<file path="src/rtl/debug_reg_dumper.sv">
`default_nettype none
// ============================================================================
// Module   : debug_reg_dumper
// Purpose  : Walks the register bank's debug read port, snapshots each word and
//            streams it LSB-first as four bytes to the debug UART transmitter.
// Revision : 1.0 - initial release
// ============================================================================
module debug_reg_dumper #(
    parameter int DATA_WIDTH = 32,
    parameter int NREGS      = 32
) (
    input  logic                  i_clock,
    input  logic                  i_reset,
    input  logic                  i_start,
    output logic [4:0]            o_reg_addr,
    input  logic [DATA_WIDTH-1:0] i_reg_data,
    output logic [7:0]            o_tx_data,
    output logic                  o_tx_valid,
    input  logic                  i_tx_ready,
    output logic                  o_busy,
    output logic                  o_done
);

    localparam logic [2:0] c_S_IDLE  = 3'd0;
    localparam logic [2:0] c_S_FETCH = 3'd1;
    localparam logic [2:0] c_S_SEND  = 3'd2;
    localparam logic [2:0] c_S_NEXT  = 3'd3;
    localparam logic [2:0] c_S_DONE  = 3'd4;

    localparam logic [4:0] c_LAST_ADDR = 5'(NREGS - 1);

    logic [2:0]            r_state;
    logic [2:0]            w_next_state;
    logic [DATA_WIDTH-1:0] r_shift;
    logic [1:0]            r_byte_cnt;
    logic [4:0]            r_reg_addr;
    logic                  w_xfer;

    assign w_xfer = (r_state == c_S_SEND) && i_tx_ready;

    always_ff @(posedge i_clock) begin
        if (i_reset) begin
            r_state <= c_S_IDLE;
        end else begin
            r_state <= w_next_state;
        end
    end

    always_comb begin
        w_next_state = r_state;
        case (r_state)
            c_S_IDLE:  if (i_start) w_next_state = c_S_FETCH;
            c_S_FETCH: w_next_state = c_S_SEND;
            c_S_SEND:  if (w_xfer && (r_byte_cnt == 2'd3)) w_next_state = c_S_NEXT;
            c_S_NEXT:  w_next_state = (r_reg_addr == c_LAST_ADDR) ? c_S_DONE : c_S_FETCH;
            c_S_DONE:  w_next_state = c_S_IDLE;
            default:   w_next_state = c_S_IDLE;
        endcase
    end

    // The word is frozen in FETCH; later bank writes cannot reach the bytes in flight.
    always_ff @(posedge i_clock) begin
        if (i_reset) begin
            r_shift    <= '0;
            r_byte_cnt <= 2'd0;
            r_reg_addr <= 5'd0;
        end else begin
            case (r_state)
                c_S_IDLE: begin
                    if (i_start) r_reg_addr <= 5'd0;
                end
                c_S_FETCH: begin
                    r_shift    <= i_reg_data;
                    r_byte_cnt <= 2'd0;
                end
                c_S_SEND: begin
                    if (w_xfer && (r_byte_cnt != 2'd3)) begin
                        r_shift    <= r_shift >> 8;
                        r_byte_cnt <= r_byte_cnt + 2'd1;
                    end
                end
                c_S_NEXT: begin
                    if (r_reg_addr != c_LAST_ADDR) r_reg_addr <= r_reg_addr + 5'd1;
                end
                default: begin
                end
            endcase
        end
    end

    // Valid is a pure state decode, so ready never feeds back into it.
    assign o_tx_valid = (r_state == c_S_SEND);
    assign o_tx_data  = r_shift[7:0];
    assign o_reg_addr = r_reg_addr;
    assign o_busy     = (r_state == c_S_FETCH) || (r_state == c_S_SEND) || (r_state == c_S_NEXT);
    assign o_done     = (r_state == c_S_DONE);

endmodule
`default_nettype wire

</file>
<file path="config.mk">
export PLATFORM = sky130hd
export DESIGN_NAME = debug_reg_dumper
export DESIGN_NICKNAME = d
export VERILOG_FILES = /design/src/rtl/debug_reg_dumper.sv
export SDC_FILE = /design/constraint.sdc
export NUM_CORES = 1
export LEC_CHECK = 0
export BUFFER_PORTS_ARGS = -buffer_cell sky130_fd_sc_hd__buf_2
export CORE_UTILIZATION = 50
export DETAILED_ROUTE_END_ITERATION = 12
export PLACE_DENSITY_LB_ADDON = 0.1
export RECOVER_POWER = 50
export SYNTH_ARGS = -nofsm -noshare
export SYNTH_HDL_FRONTEND = slang
export SYNTH_SLANG_ARGS = --single-unit
export TNS_END_PERCENT = 30
</file>
<file path="constraint.sdc">
create_clock -name i_clock -period 4.3 [get_ports i_clock]
set_clock_uncertainty 0.1 [all_clocks]
set_input_delay 0.86 -clock i_clock [delete_from_list [all_inputs] [get_ports i_clock]]
set_output_delay 0.86 -clock i_clock [all_outputs]
set_load 0.01 [all_outputs]
</file>
* After elaboration in Yosys (flattened, before gate mapping)
Index checks and enable logic that the tools add are counted. Widths: inputs -> output; s select.
Storage, ports and cells: input bits 36, word-level logic and storage cells 40, output and inout bits 16, register bits 42
Operators by class: add/subtract/negate cells 2, reduce and logical (&&, ||, !) cells 11, muxes and demuxes 11, equality and inequality tests 12
Operators by type and width (number):
- $pmux 32 s2 | 1
- $mux 32 | 1
- $pmux 3 s4 | 1
- $mux 5 | 2
- $pmux 5 s2 | 1
- $mux 3 | 3
- $eq 3x2->1 const B | 2
- $ne 2x2->1 const B | 3
- $add 5x1->5 const B | 1
- $eq 5x5->1 const B | 1
- $ne 5x5->1 const B | 1
- $ne 2x1->1 const B | 2
- $pmux 2 s2 | 1
- $reduce_and 2->1 | 2
- $reduce_bool 2->1 | 2
- $eq 3x1->1 const B | 1
- $eq 3x3->1 const B | 1
- $logic_and 1x1->1 | 3
- $logic_not 3->1 | 1
- $reduce_and 3->1 | 1
- $add 2x1->2 const B | 1
- $eq 2x2->1 const B | 1
- $logic_or 1x1->1 | 2
- $mux 2 | 1

* Logic depth before layout (Yosys ltp)
depth in word-level cells 5, depth in mapped cells 7, mapped depth without buffers 6

* Worst setup path before layout
No wires, ideal clock.
path type register -> output, start reg r_state[2], end out o_done, stages on the path, launching flop included 5, data arrival time 1.099 ns, buffers on the path 3, path slack 2.241 ns, data required time 3.340 ns, cells stage by stage dfxtp_1 -> buf_6 -> clkbuf_1 -> buf_2 -> and2_1
On the way: cells in the longest elaborated chain, start to end 1
Ends and longest elaborated chain:
- start, declared | line 32 | logic [2:0] r_state;
- start signal, assigned | line 43 | r_state <= c_S_IDLE;
- start signal, assigned | line 45 | r_state <= w_next_state;
- $eq 3x3->1 | line 96 | assign o_done = (r_state == c_S_DONE);
- end, declared | line 21 | output logic o_done
Every way passes these cells.

* Worst setup path in the final report
start reg r_state[2], end out o_tx_valid
On the way: cells in the longest elaborated chain, start to end 1
Ends and longest elaborated chain:
- $eq 3x2->1 | line 92 | assign o_tx_valid = (r_state == c_S_SEND);
- end, declared | line 18 | output logic o_tx_valid,
Every way passes these cells.

==> impl_metrics.env <==
export IMPL_coreArea_sq_mm=0.00438
export IMPL_ys_warn_count=0
export IMPL_grt_use_total_pct=21.5
export IMPL_cts_setup_buffers=0
export IMPL_postSynthAreaPerCell_sq_um=9.34
export IMPL_worst_slack_ns=1.59
export IMPL_crit_arrival_ns=1.75
export IMPL_die_y_um=69.9
export IMPL_die_x_um=69.9
export IMPL_hpwl_um=3200
export IMPL_crit_reg2reg_launch="r_state[1]"
export IMPL_clockRootBuffer="clkbuf_8"
export IMPL_required_ns=3.34
export IMPL_yosysSeqAreaShare_pct=36.4
export IMPL_first_iter_violations=95
export IMPL_drc=0
export IMPL_cts_resized=0
export IMPL_max_slew_margin_pct=36.6
export IMPL_clk_latency_ns=0.30
export IMPL_synth_cells=247
export IMPL_first_pass_iters=4
export IMPL_crit_path_start_kind="flop"
export IMPL_cts_made_buffers=5
export IMPL_synth_cell_types=39
export IMPL_period_needed_ns=2.71
export IMPL_grt_pass1_vias=1729
export IMPL_synthArstFlopShare_pct=0
export IMPL_cts_buffer_depth=2
export IMPL_drt_vias_per_instance=5.86
export IMPL_place_ws_ns=1.71
export IMPL_synthTopCellsByArea="dfxtp_1 (36%), mux2i_1 (11%), o311ai_0 (8.0%), a21oi_1 (7.4%), nand2b_1 (7.0%)"
export IMPL_clock_sinks=42
export IMPL_cts_tree="done"
export IMPL_vias=1928
export IMPL_fin_cells=329
export IMPL_min_to="r_byte_cnt[1]"
export IMPL_tns_ns=0
export IMPL_die_area_sq_mm=0.00489
export IMPL_power_density_mw_per_mm2=374
export IMPL_io_buffers=51
export IMPL_ant_nets=0
export IMPL_ff2ff_setup_slack_ns=1.99
export IMPL_critical_path_class="flop to output port"
export IMPL_synth_largest_area_cell="dfxtp_1"
export IMPL_hp_class="flop to flop"
export IMPL_drt_wl_total_um=5130
export IMPL_synth_top_cell_area_share_pct=36.4
export IMPL_synth_ff_type="dfxtp_1"
export IMPL_whs_path_depth=2
export IMPL_rsz0062_at_grt="no"
export IMPL_finalSetupViolCount=0
export IMPL_netlist_area_sq_mm=0.00231
export IMPL_leakage_nw=0.878
export IMPL_grt_max_degree=28
export IMPL_fmax_mhz=369
export IMPL_ios=52
export IMPL_maxSlewViolCount=0
export IMPL_grt_pass1_wl_um=8360
export IMPL_antenna_cells=0
export IMPL_yosysMostFrequentCell="dfxtp_1"
export IMPL_status="completed"
export IMPL_finalHoldViolCount=0
export IMPL_final_period_utilization_pct=63.1
export IMPL_crit_fanout=25
export IMPL_syn_nets=286
export IMPL_ctsHoldBuffers=0
export IMPL_rows=24
export IMPL_wl_per_cell_um=15.6
export IMPL_ys_seq_elements=42
export IMPL_num_nets_final=315
export IMPL_gr_total_overflow=0
export IMPL_netlist_top_cells_count="dfxtp_1 (42), a21oi_1 (34), mux2i_1 (26), nand2b_1 (26), o311ai_0 (21)"
export IMPL_synth_edf_count=0
export IMPL_clk_pin_slew_ns=0.08
export IMPL_globalplace_congestion=0.748
export IMPL_end_kind="output port"
export IMPL_area_growth_pct=9.33
export IMPL_fillCellCount=435
export IMPL_r2r_end="r_byte_cnt[0]"
export IMPL_dp_cells=321
export IMPL_htree_levels=2
export IMPL_worstHoldStart="r_byte_cnt[1]"
export IMPL_initial_utilization_pct=52.6
export IMPL_drive_gt1_share_pct=18.4
export IMPL_antenna_found_initial=0
export IMPL_ir_drop_v=0.000193
export IMPL_r2r_cells=3
export IMPL_worstMarginPinSlew_ns=0.950
export IMPL_maxCapViolCount=0
==> kinds of logic after synthesis <==
family / count (synthesis) / synth area share (%)
simple gates: 68 / 18.7
xor+xnor: 1 / 0.380
buf+inv: 33 / 9.60
flops: 42 / 36.4
fa+ha+maj: 3 / 1.63
mux: 26 / 11.3
compound gates: 74 / 22.0
==> state kept, by name (all words and copies together) (netlist names) <==
register    cells
r_byte_cnt      2
r_shift        32
o_reg_addr      5
r_state         3
==> how the worst max path moves through the flow <==
stage	startpoint	slack (ns)	cells past startpoint	end
after floorplan	r_state[2]	2.24	4	o_done
after detailed placement	i_tx_ready	1.71	4	r_byte_cnt[1]
after CTS	r_state[2]	1.56	3	o_tx_valid
after global placement	i_tx_ready	1.78	4	r_byte_cnt[0]
after global routing	r_state[2]	1.50	3	o_tx_valid
final	r_state[2]	1.59	3	o_tx_valid
==> power breakdown <==
| part | internal, mW | leakage [nW] | switching, mW |
|---|---|---|---|
| logic | 0.0796 | 0.483 | 0.0936 |
| registers | 0.426 | 0.344 | 0.0295 |
| clock network | 0.173 | 0.0514 | 0.142 |
==> cells in the final DEF, fill, tap and decap left out, types with 2 or more instances in the layout <==
cell,count
a21oi_1,34
buf_2,37
nor3_1,2
nor2_1,3
nand2_1,3
mux2i_1,26
nand2b_1,26
a22oi_1,8
o311ai_1,3
clkbuf_1,15
a31oi_1,2
buf_4,2
inv_1,2
o311ai_0,21
dfxtp_1,42
ha_1,3
o211ai_1,2
clkbuf_8,5
nand4bb_1,2
nand3_1,19
==> layer usage <==
metal / GRT usage [%] / wire, um / vias to the layer above
li1: - / - / 978
met1: 29.2 / 2560 / 886
met2: 33.0 / 2240 / 57
met3: 5.05 / 249 / 7
met4: 8.22 / 89 / 0
met5: 0 / 0 / -
==> stage by stage <==
step	instance area, sq um	util (%)	power [mW]	hold WS, ns
after floorplan	2310	-	0.610	0.338
after global placement	2430	55.5	0.637	0.346
after detailed placement	2430	55.5	0.640	0.359
after CTS	2540	58.0	0.954	0.373
after global routing	2520	57.5	0.991	0.395
final	2520	57.5	0.944	0.376
==> area by class of cell <==
| class | instances | area (sq um) | share of cell area [%] |
|---|---|---|---|
| Clock buffer | 6 | 72.6 | 2.88 |
| Timing Repair Buffer | 53 | 253 | 10.0 |
| Tap cell | 52 | 65.1 | 2.58 |
| Sequential cell | 42 | 841 | 33.3 |
| Multi-Input combinational cell | 172 | 1250 | 49.4 |
| Clock inverter | 2 | 37.5 | 1.49 |
| Inverter | 2 | 7.51 | 0.298 |
==> worst max-delay path, stage by stage, from the launching register on <==
cell,delay [ns]
dfxtp_1,0.79
buf_4,0.42
nor3b_4,0.09
buf_2,0.16
No activity file was read; power rests on OpenSTA's default activity.
